## config.mk

```make
export PLATFORM = sky130hd
export DESIGN_NAME = timer_sched
export DESIGN_NICKNAME = d
export VERILOG_FILES = /design/src/rtl/timer_sched.sv
export SDC_FILE = /design/constraint.sdc
export NUM_CORES = 1
export LEC_CHECK = 0
export ABC_AREA = 1
export ABC_CLOCK_PERIOD_IN_PS = 1600
export CAP_MARGIN = 20
export CORE_MARGIN = 2
export CORE_UTILIZATION = 41
export DETAILED_ROUTE_END_ITERATION = 16
export GPL_TIMING_DRIVEN = 0
export HOLD_SLACK_MARGIN = 0.15
export PLACE_DENSITY = 0.81
export SLEW_MARGIN = 10
export SYNTH_ARGS = -nofsm -noshare
export SYNTH_HDL_FRONTEND = slang
export SYNTH_SLANG_ARGS = --single-unit
```

## constraint.sdc

```tcl
create_clock -name Clk_i -period 1.6 [get_ports Clk_i]
set_input_delay 0.32 -clock Clk_i [delete_from_list [all_inputs] [get_ports Clk_i]]
set_output_delay 0.32 -clock Clk_i [all_outputs]
set_load 0.02 [all_outputs]
```

## src/rtl/timer_sched.sv

```systemverilog
// Round-robin front end that shares one countdown timer among NREQ requesters.
// Latches the winner's duration, loads the timer and returns a Done pulse on expiry.
module timer_sched #(
    parameter int NREQ = 4,
    parameter int TW   = 8
) (
    input  logic               Clk_i,
    input  logic               Rst_ni,
    input  logic [NREQ-1:0]    Req_i,
    input  logic [NREQ*TW-1:0] Time_i,
    output logic [NREQ-1:0]    Grant_o,
    output logic [NREQ-1:0]    Done_o,
    output logic               Busy_o,
    output logic               Trig_o,
    output logic [TW-1:0]      TimeVal_o,
    input  logic               TimeOut_i
);

    localparam int IW = (NREQ > 1) ? $clog2(NREQ) : 1;

    typedef enum logic [2:0] {
        IDLE,
        LOAD,
        WAIT,
        DONE,
        CLEAR
    } state_t;

    state_t         state_q, state_d;
    logic [IW-1:0]  ptr_q, ptr_d;
    logic [IW-1:0]  owner_q, owner_d;
    logic [TW-1:0]  val_q, val_d;
    logic [IW-1:0]  pick;
    logic [IW:0]    idx;
    logic           found;
    logic [IW-1:0]  owner_inc;
    logic [NREQ-1:0] owner_vec;

    // First requester at or after ptr_q, wrapping modulo NREQ.
    always_comb begin
        pick  = ptr_q;
        found = 1'b0;
        idx   = '0;
        for (int unsigned i = 0; i < NREQ; i++) begin
            idx = {1'b0, ptr_q} + (IW+1)'(i);
            if (idx >= (IW+1)'(NREQ)) begin
                idx = idx - (IW+1)'(NREQ);
            end
            if (!found && Req_i[idx[IW-1:0]]) begin
                found = 1'b1;
                pick  = idx[IW-1:0];
            end
        end
    end

    assign owner_inc = (owner_q == IW'(NREQ - 1)) ? '0 : owner_q + IW'(1);

    always_comb begin
        state_d = state_q;
        ptr_d   = ptr_q;
        owner_d = owner_q;
        val_d   = val_q;
        case (state_q)
            IDLE: begin
                if (found) begin
                    owner_d = pick;
                    val_d   = Time_i[pick*TW +: TW];
                    state_d = LOAD;
                end
            end
            LOAD: begin
                // A zero duration would never expire, so skip straight to Done.
                state_d = (val_q != '0) ? WAIT : DONE;
            end
            WAIT: begin
                if (!Req_i[owner_q]) begin
                    state_d = CLEAR;
                end else if (TimeOut_i) begin
                    state_d = DONE;
                end
            end
            DONE: begin
                ptr_d   = owner_inc;
                state_d = IDLE;
            end
            CLEAR: begin
                ptr_d   = owner_inc;
                state_d = IDLE;
            end
            default: state_d = IDLE;
        endcase
    end

    always_ff @(posedge Clk_i or negedge Rst_ni) begin
        if (!Rst_ni) begin
            state_q <= IDLE;
            ptr_q   <= '0;
            owner_q <= '0;
            val_q   <= '0;
        end else begin
            state_q <= state_d;
            ptr_q   <= ptr_d;
            owner_q <= owner_d;
            val_q   <= val_d;
        end
    end

    assign owner_vec = NREQ'(1) << owner_q;

    always_comb begin
        Grant_o   = '0;
        Done_o    = '0;
        Trig_o    = 1'b0;
        TimeVal_o = '0;
        Busy_o    = (state_q != IDLE);
        case (state_q)
            LOAD: begin
                Grant_o   = owner_vec;
                Trig_o    = (val_q != '0);
                TimeVal_o = val_q;
            end
            WAIT: Grant_o = owner_vec;
            DONE: begin
                Grant_o = owner_vec;
                Done_o  = owner_vec;
            end
            // Reload with zero so an abandoned countdown cannot fire later.
            CLEAR: Trig_o = 1'b1;
            default: ;
        endcase
    end

endmodule

```

## Yosys cells after proc, flatten, opt, wreduce, memory -nomap -nowiden

Cells that the tools add are included.

| operators by class | value |
|---|---|
| $lt $le $gt $ge | 9 |
| shift-type cells | 2 |
| add/sub/neg operators | 8 |
| reductions and logical operators | 13 |
| multiplexer cells | 32 |
| equality and inequality tests | 7 |

Operators with widths:

| operator | number |
|---|---|
| $shiftx 32x6->8 | 1 |
| $mux 2 | 9 |
| $lt 2x3->1 const B | 5 |
| $bmux 1 s2 | 5 |
| $mux 1 | 10 |
| $ge 3x3->1 const B | 3 |
| $mux 3 | 3 |
| $pmux 3 s3 | 1 |
| $mux 4 | 2 |
| $mux 8 | 1 |
| $reduce_bool 8->1 | 1 |
| $sub 2x1->2 const B | 4 |
| $add 2x2->3 const B | 2 |
| $eq 3x2->1 const B | 2 |
| $reduce_and 2->1 | 2 |
| $shl 1x2->4 const A | 1 |
| $add 2x1->3 const B | 1 |
| $eq 3x1->1 const B | 1 |
| $eq 3x3->1 const B | 1 |
| $ge 2x3->1 const B | 1 |
| $logic_and 1x1->1 | 3 |
| $logic_not 1->1 | 3 |
| $logic_not 3->1 | 1 |
| $ne 3x3->1 const B | 1 |
| other kinds (7) | 7 |

| word-level totals | value |
|---|---|
| logic and storage cells | 75 |
| register bits after elaboration | 15 |
| output and inout bits | 18 |

## Longest topological paths before layout

Gate-level depths: netlist of run 1.

| depth | value |
|---|---|
| depth in word-level cells | 16 |
| gate-level depth with buffers | 18 |

## Least setup slack after synthesis of run 1

OpenSTA, ideal clock, no wires.

| timing | value |
|---|---|
| kind | register to register |
| from | register ptr_q[1] |
| to | register val_q[0] |
| data arrival time | 1676 ps |
| setup slack | -193 ps |
| data required time | 1483 ps |
| period minus slack after synthesis | 1793 ps |
| setup time | 117 ps |
| path buffers | 2 |
| stages on the path, launching flop included | 17 |
| path through | dfrtp_1 > buf_4 > inv_4 > nand2_1 > nand2_1 > nand2_1 > nand2_1 > nand3_4 > nand2_4 > nand2_4 > buf_12 > nand2_2 > nand2_1 > nand2_1 > nand2_1 > nand2_1 > nand2_1 |

| between the ends | value |
|---|---|
| cells in the longest elaborated chain, start to end | 15 |

Ends and longest elaborated chain:

| item | RTL line | RTL |
|---|---|---|
| from (decl) | 30 | `logic [IW-1:0] ptr_q, ptr_d;` |
| from (signal assigned) | 102 | `ptr_q <= ptr_d;` |
| branches (longest 15 deep; another with $add 2x1->3) | - |  |
| to (signal assigned) | 104 | `val_q <= val_d;` |
| to (decl) | 32 | `logic [TW-1:0] val_q, val_d;` |

Several ways; the timed one is not identified. The select of a mux whose other input is x is not followed.
A chain may end at the register's enable or synchronous reset.

## Worst setup path in the final report of run 1

| timing | value |
|---|---|
| from | register ptr_q[0] |
| to | register val_q[5] |

The elaborated chain is that of the path after synthesis.

==> results of run 1 <==
## cell usage in the layout, fill, tap and decap left out, types with 2 or more instances in the layout
master / netlist / routed
nand4_1: 5 / 5
a21oi_1: 4 / 4
nand3_2: 0 / 6
ha_1: 4 / 4
nand2_1: 124 / 98
dfrtp_2: 0 / 4
dlygate4sd2_1: 0 / 2
buf_4: 2 / 23
nor2_4: 0 / 11
inv_2: 2 / 11
clkdlybuf4s15_2: 0 / 5
nand2_2: 16 / 40
nor2_1: 20 / 9
clkdlybuf4s50_1: 0 / 36
buf_2: 2 / 2
nand2_4: 3 / 4
buf_6: 2 / 24
dfrtp_1: 15 / 11
clkbuf_8: 0 / 3
nand3_4: 1 / 2
inv_1: 24 / 15
nand3_1: 30 / 23
o21ai_0: 7 / 6
## final timing paths
kind | to | cells after the start | start | slack (ns)
min in group Clk_i | val_q[2] | 2 | val_q[2] | 0.49
min reg2reg | val_q[2] | 2 | val_q[2] | 0.49
max | val_q[5] | 14 | ptr_q[0] | -0.40
max in group asynchronous | owner_q[1] | 1 | Rst_ni | 0.66
min | val_q[5] | 1 | Rst_ni | 0.48
max reg2reg | val_q[5] | 14 | ptr_q[0] | -0.40
## kinds of logic after synthesis
logic type                 Yosys count  share of synthesized area (%)
AOI/OAI and AO/OA                   12                           3.88
DFF                                 15                           23.7
buffers and inverters               35                           11.1
adders and majority gates            4                           3.16
and+or+nand+nor                    202                           58.1
## power by group
group	internal [W]	total, W	switching [W]	leakage (nW)
clock network	0.000172	0.000307	0.000134	0.0255
logic	0.00249	0.00571	0.00322	1.20
registers	0.000578	0.000762	0.000185	0.184
total	0.00324	0.00678	0.00353	1.41
## flip-flops by register name, indices dropped and copies added (netlist names)
name     flops
owner_q      2
state_q      3
ptr_q        2
val_q        8
## stage by stage
step | power [W] | util, % | instance area, um2
CTS | 0.00601 | 70.9 | 2610
floorplan | 0.00365 | - | 1620
global route | 0.00730 | 76.7 | 2830
global placement | 0.00454 | 60.7 | 2240
finish | 0.00678 | 76.7 | 2830
detailed placement | 0.00461 | 60.7 | 2240
## Yosys cell counts, types with 2 or more instances
master	instances	area [um2]
a21oi_1	4	20.0
buf_2	2	10.0
buf_4	2	15.0
buf_6	2	22.5
dfrtp_1	15	375
ha_1	4	50.1
inv_1	24	90.1
inv_2	2	7.51
nand2_1	124	465
nand2_2	16	100
nand2_4	3	33.8
nand3_1	30	150
nand4_1	5	31.3
nor2_1	20	75.1
o21ai_0	7	35.0
## final cells by class
type	instances	area (um2)	area share, %
Multi-Input combinational cell	218	1260	44.6
Timing Repair Buffer	88	861	30.4
Sequential cell	15	380	13.5
Inverter	28	118	4.16
Buffer	7	83.8	2.96
Tap cell	48	60.1	2.12
Clock buffer	3	41.3	1.46
Timing Repair inverter	1	16.3	0.575
Clock inverter	1	5.00	0.177
## metal layers
metal	global-route usage [%]	vias to the layer above	part of all wire, %
li1	-	1019	-
met1	27.0	888	43
met2	41.6	65	51
met3	1.87	7	4.4
met4	7.40	0	1.3
met5	0	-	0
## what timing repair did
| action | in CTS | in global routing |
|---|---|---|
| resized for setup | 129 | 47 |
| cloned | 2 | 1 |
| endpoints found under the setup margin | 28 | 29 |
| pin swaps | 22 | 24 |
| setup buffers | 23 | 7 |
| hold buffers | 0 | 0 |
==> flow_summary.toml, run 1 <==
[hold_path]
hp-class = "input port to asynchronous set/reset pin"

[power_and_ir_drop]
leakage_nw = 1.41
vdd_ir_drop_max_uv = 1410
power.density_nw_per_um2 = 2400

[detailed_routing]
antenna_left = 0
routedWlPerCell_um = 12.3
first_pass_iters = 4
via_per_inst = 4.84
vias = 1979
detail_route.iter0.violations = 76
wl_mm = 5.05
remaining_drc_errors = 0

[timing]
fin_crit_ns = 2.00
finalSetupViolCount = 26
fmax_mhz = 501
setup_slack_ns = -0.396
tns_ns = -5.18
min_period_over_period_pct = 125
hold_violations = 0
slew_headroom_pct = 55.8
worst_pin_slew_ns = 0.661
drv_slew = 0
holdWs_ns = 0.477
rsz0062_at_grt = "yes"
fin_skew_ns = 0.000637

[synth]
synth_seq_cells = 15
yosys_warnings = 0
syn_area_um2 = 1580
synth_top_flop_cell = "dfrtp_1"
synth-edff-count = 0
async_flop_share_pct = 100
yosys.cell_types.count = 23
syn_inst = 268
syn_avg_cell_area_um2 = 5.90
synth_nets = 311
ys_seq_area_share_pct = 23.7

[global_routing]
first_global_vias = 1871
grtUsageTotal_pct = 22.5
grt_pass1_wl_mm = 7.73
grt_overflow_total = 0
antenna_found_initial = 0
grt_max_degree = 16

[cells_and_area]
n_fill_cell = 281
antenna_cells = 0
drive_gt1_share_pct = 40.4
fin_nets = 405
final-instance-count-excl-fill = 409
syn2layout_area_growth_pct = 78.8

[die]
fp.dieW_um = 66.1
ioPinCount = 57
start_util_pct = 42.9
dieArea_um2 = 4370
fp.dieH_um = 66.1
rows = 22
coreArea_um2 = 3690

[setup_path]
crit_fanout = 10
critPathCaptureType = "flip-flop"
cp.arrival_ns = 2.13
cp.required_ns = 1.74
path_cells = "buf_6 -> nand2_1 -> nand2_2 -> nand2_2 -> nand2_4 -> nor2_8 -> nand4_4 -> buf_6 -> nand3_1 -> nand2_2 -> nand2_2 -> nand2_1 -> nand2_1 -> nand2_1"
crit_family = "simple AND/OR/NAND/NOR gates"
worst-path-buf-inv = 2
cp_slowest_cell = "dfrtp_2"
cp-start-kind = "flip-flop"
cp_slowest_stage_delay_ns = 0.45
worst-setup-path-type = "flip-flop to flip-flop"

[cts]
cts.htree.levels = 1
clockBufferDepth = 2
cts_tree = "built"
cts.clk_slew.worst_paths_ns = 0.06
cts-buffers-inserted = 3
clock-sinks = 15
clock_latency_ns = 0.25
root_buffer = "clkbuf_8"

[status]
violations = "negative setup slack"
status = "finished, violations left"

[place]
dp_cells = 372
pre_cts_slack_ns = -0.652
dp_hpwl_mm = 3.16
port_buffers = 56
gp_congestion = 0.824

[job]
cap_viol_max_count = 0
No activity file was read; power rests on OpenSTA's default activity.
==> run 2: changes to the inputs <==
- CTS_CLUSTER_DIAMETER: default -> 150
==> results of run 2 <==
The final DEF is identical to that of run 1; final timing and power are the same.
==> run 3: changes to the inputs <==
- ABC_CLOCK_PERIOD_IN_PS: 1600 -> 2500
- CORE_UTILIZATION: 41 -> 49
- PLACE_DENSITY: 0.81 -> 0.91
- clock period: 1.6 -> 2.5 ns (I/O delays scaled with it)
==> flow_summary.toml, run 3 (synthesized netlist as in run 1, its figures left out) <==
[status]
status = "finished, final reports clean"

[cts]
cts_hold_buf = 0
cts.htree.levels = 1
cts.clk_slew.worst_paths_ns = 0.09
cts_resized = 2
cts_setup_buffers = 0
cts-buffers-inserted = 3
cts_tree = "built"
clockBufferDepth = 2
clock_latency_ns = 0.28
clock-sinks = 15
root_buffer = "clkbuf_4"

[timing]
min_period_over_period_pct = 94.6
finalSetupViolCount = 0
holdWs_ns = 0.495
hold_violations = 0
fmax_mhz = 423
fin_crit_ns = 2.36
worst_pin_slew_ns = 0.641
fin_skew_ns = 0.00163
slew_headroom_pct = 57.2
rsz0062_at_grt = "no"
tns_ns = 0
drv_slew = 0

[setup_path]
cp.required_ns = 2.00
cp_slowest_cell = "clkdlybuf4s50_1"
cp.arrival_ns = 1.86
cp-start-kind = "flip-flop"
path_cells = "nor3_2 -> clkinv_2 -> nor2_1 -> clkdlybuf4s50_1"
worst-setup-path-type = "flip-flop to output port"
critPathCaptureType = "output port"
cp_slowest_stage_delay_ns = 0.62
r2r_cells = 14
crit_fanout = 10

[global_routing]
grtUsageTotal_pct = 22.2
grt_max_degree = 16
antenna_found_initial = 0
grt_pass1_wl_mm = 6.42
first_global_vias = 1610
grt_overflow_total = 0

[cells_and_area]
fin_nets = 372
final_common_cell = "nand2_1"
drive_gt1_share_pct = 11.6
reg.largest.list = "val_q (8), state_q (3)"
layout_common_cells = "nand2_1, clkdlybuf4s50_1, nand3_1"
largest_reg_flops = 8
antenna_cells = 0
regMostFlops = "val_q"
syn2layout_area_growth_pct = 41.1

[die]
rows = 20
start_util_pct = 51.8
ioPinCount = 57
dieArea_um2 = 3700
fp.dieH_um = 60.8
coreArea_um2 = 3050
fp.dieW_um = 60.8

[hold_path]
hp-class = "flip-flop to flip-flop"
min_path_cells = 2

[power_and_ir_drop]
p_sw_share_pct = 56.6
leakage_nw = 1.19
vdd_ir_drop_max_uv = 765
p_clk_share_pct = 4.5
power.density_nw_per_um2 = 1360
internal_power_w = 0.00132
p_switching_w = 0.00172
p_comb_share_pct = 80.7
sequentialPowerShare_pct = 14.9

[job]
cap_viol_max_count = 0

[detailed_routing]
antenna_left = 0
detail_route.iter0.violations = 124
via_per_inst = 4.92
routedWlPerCell_um = 10.2
wl_mm = 3.81
vias = 1829
remaining_drc_errors = 0
first_pass_iters = 4

[place]
port_buffers = 56
gp_congestion = 0.879
dp_hpwl_mm = 3.10
-- run 3: metal layers --
layer / share of wire [%] / vias to the layer above / track usage [%]
met1: 46 / 803 / 29.1
li1: - / 956 / -
met2: 49 / 67 / 40.6
met4: 0.32 / 0 / 3.73
met5: 0 / - / 0
met3: 4.7 / 3 / 1.71
-- run 3: final timing paths --
path	startpoint	endpoint	slack, ns
max	state_q[1]	TimeVal_o[0]	0.14
min	val_q[5]	val_q[5]	0.50
max reg2reg	ptr_q[1]	val_q[4]	0.43
min reg2reg	val_q[5]	val_q[5]	0.50
max in group asynchronous	Rst_ni	state_q[2]	1.48
min in group asynchronous	Rst_ni	state_q[0]	0.61
-- run 3: final cells by class --
class	instances	area (um2)
Clock buffer	3	22.5
Timing Repair Buffer	56	562
Tap cell	44	55.1
Sequential cell	15	375
Clock inverter	1	5.00
Multi-Input combinational cell	218	1040
Fill cell	270	821
Buffer	7	67.6
Inverter	28	109
-- run 3: critical path, delay by kind of cell, from the launching register on --
family / cells / cell delay [ns]
buffers and inverters: 2 / 0.79
DFF: 1 / 0.43
and+or+nand+nor: 2 / 0.37
-- run 3: stage by stage --
step                total power [W]  setup WS, ns  util (%)  instances  cell area (um2)
floorplan                   0.00227         0.590         -        268             1580
global placement            0.00283        0.0864      72.0        368             2200
detailed placement          0.00289        0.0556      72.0        368             2200
CTS                         0.00303        0.0439      72.9        372             2220
global route                0.00338        0.0261      73.1        372             2230
finish                      0.00305         0.136      73.1        372             2230
-- run 3: power by group through the flow --
stage	Sequential (W)	Combinational [W]	Clock, W
after CTS	0.000450	0.00245	0.000136
after detailed placement	0.000453	0.00243	0
after floorplan	0.000432	0.00184	0
after global placement	0.000448	0.00238	0
final	0.000453	0.00246	0.000136
after global routing	0.000469	0.00276	0.000151
==> RTL change 1 (settings of run 1) <==
Re-encode `state_t` (5 states) as one-hot, 5 bits wide.
--- a/src/rtl/timer_sched.sv
+++ b/src/rtl/timer_sched.sv
@@ -18,12 +18,12 @@
 
     localparam int IW = (NREQ > 1) ? $clog2(NREQ) : 1;
 
-    typedef enum logic [2:0] {
-        IDLE,
-        LOAD,
-        WAIT,
-        DONE,
-        CLEAR
+    typedef enum logic [4:0] {
+        IDLE  = 5'b00001,
+        LOAD  = 5'b00010,
+        WAIT  = 5'b00100,
+        DONE  = 5'b01000,
+        CLEAR = 5'b10000
     } state_t;
 
     state_t         state_q, state_d;
Behaviour: same outputs for any inputs over 10 cycles, from zero or initial values and one cycle with Rst_ni low; not proved beyond that.
==> RTL change 1 against run 1 <==
The run still ends with negative setup slack left; fmax decreased by 1.5%; routed wire length increased by 12%; sequential cell count increased by 2; via count increased by 7.6%; area after synthesis increased by 6.6%; power decreased by 6.7%; final area increased by 2.6%; worst setup slack got worse by 0.031 ns; largest cell class unchanged.
==> RTL change 1: results (changes against run 1) <==
Outcome
  – Status: finished, violations left (unchanged)
  – Violated checks: negative setup slack (unchanged)

Pwr
  – Leak: 1.506 nW (was 1.411 nW)
  – Max rail drop VDD: 1.146 mV (was 1.413 mV)
  – Sw power: 3.308 mW (was 3.535 mW)

Final layout
  – Filler cells: 303 (was 281)
  – Top Registers: val_q: 8 flops, state_q: 5 flops (was val_q: 8 flops, state_q: 3 flops)
  – # nets final: 418 (was 405)

Synth
  – Synth Area per Inst: 5.976 µm² (was 5.901 µm²)
  – Commonest cells in the netlist: 128 x nand2_1, 32 x inv_1, 31 x nand3_1 (was 124 x nand2_1, 30 x nand3_1, 24 x inv_1)
  – Library cells used by synthesis: 24 (was 23)
  – Seq/Total Area, Yosys: 0.2532 (was 0.2373)
  – Synth area leaders: nand2_1 29%, dfrtp_1 24%, nand3_1 9.2% (was nand2_1 29%, dfrtp_1 24%, nand3_1 9.5%)
  – Synth Area in Compound Gates: 0.04083 (was 0.03877)

Global route
  – Largest net degree at the start of global routing: 18 (was 16)
  – M2 GR Usage: 0.4575 (was 0.4163)
  – Met3 Track Usage GR: 0.02138 (was 0.01874)
  – Met1 usage: 0.2757 (was 0.2703)

STA
  – Final setup violation count: 31 (was 26)
  – Final WS setup: -0.4274 ns (was -0.3962 ns)
  – Worst Skew: 0.002533 ns (was 0.0006370 ns)
  – Slew @ Worst Pin: 0.7639 ns (was 0.6611 ns)

Critical path
  – Arr. time, crit path: 2.16 ns (was 2.13 ns)
  – Max stage delay on crit path: 0.42 ns (was 0.45 ns)
  – Reg2Reg Depth: 13 (was 14)

Place
  – Post-placement cell count: 388 (was 372)
  – Dpl hpwl: 3377 µm (was 3160 µm)
  – Worst slack, placed: -0.6738 ns (was -0.6518 ns)

Detailed routing
  – DRT Wirelength: 5655 µm (was 5050 µm)

Clock tree
  – Post-CTS Setup Bufs: 25 (was 23)
[RTL change 1: cell count changes in the layout (fill, tap and decap cells not counted), moves of 3 or more]
| cell | change |
|---|---|
| buf_4 | +4 |
| buf_6 | +3 |
| clkdlybuf4s15_2 | -5 |
| dfrtp_1 | +5 |
| dfrtp_2 | -4 |
| inv_1 | +6 |
| nand2_1 | +11 |
| nand2_2 | -9 |
| nand3_1 | +5 |
| nand3_2 | -4 |
| nor2_1 | -5 |
| nor2_2 | +5 |
[RTL change 1: how the worst max path moves through the flow]
stage | end | depth (start not counted)
4_1_cts | val_q[4] | 16
3_5_place_dp | val_q[4] | 15
2_1_floorplan | val_q[4] | 17
5_1_grt | val_q[4] | 15
3_3_place_gp | val_q[4] | 13
6_report | val_q[4] | 13
[RTL change 1: cell type report]
class	instances	area share
multi-input combinational	223	0.4435
tap	50	0.02157
sequential	17	0.1471
timing repair buffer	88	0.2964
inverter	35	0.04875
buffer	7	0.02718
clock buffer	4	0.01553
[RTL change 1: metal layers]
layer	wire length (µm)	part of all wire
met5	0	0
met4	113	0.020
met3	337	0.060
met2	3012	0.53
met1	2191	0.39
[RTL change 1: power by group through the flow]
stage / Sequential [mW] / Clock (mW) / Combinational [mW]
after floorplan: 0.751 / 0 / 2.87
after global placement: 0.788 / 0 / 3.59
after detailed placement: 0.795 / 0 / 3.67
after CTS: 0.812 / 0.315 / 4.57
after global routing: 0.860 / 0.343 / 5.61
final: 0.846 / 0.317 / 5.16
[RTL change 1: stage by stage]
step	area, µm²	total power, mW	util
4_1_cts	2765	5.696	0.6963
5_1_grt	2900	6.812	0.7303
3_3_place_gp	2346	4.382	0.5907
3_5_place_dp	2346	4.465	0.5907
6_report	2900	6.324	0.7303
2_1_floorplan	1723	3.621	-
==> RTL change 2 (config.mk and constraints of run 1) <==
Without the edit above. `TW`: 8 -> 16.
--- a/src/rtl/timer_sched.sv
+++ b/src/rtl/timer_sched.sv
@@ -2,7 +2,7 @@
 // Latches the winner's duration, loads the timer and returns a Done pulse on expiry.
 module timer_sched #(
     parameter int NREQ = 4,
-    parameter int TW   = 8
+    parameter int TW   = 16
 ) (
     input  logic               Clk_i,
     input  logic               Rst_ni,
Interface: changed (resized TimeVal_o and Time_i); port bits go from 57 to 97. No check against the original RTL was run, so the function may have changed too.
==> RTL change 2 against run 1 <==
Worst hold slack got worse by 0.22 ns; fmax shrank 5.8%; via count is 67% higher; final area is 57% higher; global-route usage up 2.2 points; worst setup slack got worse by 0.12 ns; first-iteration DRC count grew to 3.5 times the old value; area after synthesis rose by 44%; sequential cell count increased by 8; clock skew grew 0.0022 ns; power grew 60%; the flow still finishes with violations (negative setup slack); routed wire length grew 97%.
==> RTL change 2: results (changes against run 1) <==
Global route
  – Overall Global Routing Usage: 0.2464 (was 0.2248)

Detailed routing
  – DRT Wirelength: 9969 µm (was 5050 µm)
  – DR iter-0 viols: 267 (was 76)
  – Met2 routed WL: 5350 µm (was 2588 µm)
  – Wl on met1: 3679 µm (was 2168 µm)
  – Vias per cell: 5.242 (was 4.839)
  – Via Count: 3297 (was 1979)

Synth
  – Synthesized net count: 470 (was 311)
  – Commonest cells in the netlist: 196 x nand2_1, 49 x nand3_1, 32 x inv_1 (was 124 x nand2_1, 30 x nand3_1, 24 x inv_1)
  – Fraction of the mapped netlist area in adder cells: 0.02192 (was 0.03165)
  – Synth Area in Compound Gates: 0.03342 (was 0.03877)

Final layout
  – Layout cell share with drive strength beyond 1: 0.3968 (was 0.4044)
  – Syn-to-layout area delta: 93.81% (was 78.80%)
  – # nets final: 633 (was 405)
  – Filler cells: 333 (was 281)
  – Top Registers: val_q: 16 flops, state_q: 3 flops (was val_q: 8 flops, state_q: 3 flops)

STA
  – Final setup violation count: 42 (was 26)
  – Final WS setup: -0.5191 ns (was -0.3962 ns)
  – Setup TNS: -9.845 ns (was -5.180 ns)

Outcome
  – Violated checks: negative setup slack (unchanged)
  – Status: finished, violations left (unchanged)

Pwr
  – Max rail drop VDD: 1.350 mV (was 1.413 mV)
  – Leak: 2.240 nW (was 1.411 nW)

Critical path
  – Crit path from: ptr_q[1] (was ptr_q[0])
  – Arr. time, crit path: 2.27 ns (was 2.13 ns)
  – Critical path endpoint: val_q[14] (was val_q[5])
  – Max stage delay on crit path: 0.39 ns (was 0.45 ns)
  – CP max FO: 7 (was 10)

Place
  – Worst slack, placed: -0.6616 ns (was -0.6518 ns)
  – Placed cell area: 3348 µm² (was 2240 µm²)
RTL change 2: worst min path at each step:
| stage | from | end | slack (ns) | cells past startpoint |
|---|---|---|---|---|
| after global placement | val_q[8] | val_q[8] | 0.46 | 2 |
| after global routing | Rst_ni | val_q[5] | 0.26 | 1 |
| after detailed placement | val_q[4] | val_q[4] | 0.47 | 2 |
| after floorplan | Rst_ni | owner_q[0] | 0.02 | 0 |
| after CTS | val_q[4] | val_q[4] | 0.49 | 2 |
| final | Rst_ni | val_q[5] | 0.26 | 1 |
RTL change 2: worst reg2reg max path, stage by stage (launching register included):
cell and delay [ns]:
dfrtp_1 0.39, buf_6 0.17, clkinv_8 0.09, nand2_4 0.06, nand2_4 0.07, nand2_4 0.08
nand2_4 0.07, nor2_4 0.18, nand4_4 0.21, buf_2 0.23, nand3_1 0.09, nand2_1 0.07
nand2_1 0.06, nand2_1 0.08, nand2_1 0.10, nand2_1 0.08
RTL change 2: layer usage:
metal,global-route usage,vias to the layer above
met4,0.06316,0
met5,0,-
met2,0.4658,181
met3,0.01034,31
li1,-,1553
met1,0.3036,1532
RTL change 2: final cells by class:
cell class | count | area share
well taps | 72 | 0.02036
clock inverters | 1 | 0.001131
repair buffers | 156 | 0.3432
clock buffers | 3 | 0.009330
plain buffers | 16 | 0.03647
flip-flops and latches | 23 | 0.1315
inverters | 36 | 0.03675
multi-input cells | 321 | 0.4196
repair inverters | 1 | 0.001696
RTL change 2: where the power goes:
part	internal [mW]	total [mW]	switching (mW)
combinational	3.98	9.32	5.34
clock	0.174	0.362	0.188
sequential	0.893	1.18	0.283
total	5.05	10.9	5.81
RTL change 2: repair_timing:
item / 4_1_cts / 5_1_grt
setup buffers: 27 / 28
setup endpoints to repair: 44 / 45
pin swaps: 9 / 43
resized for setup: 168 / 152
cloned: 5 / 2
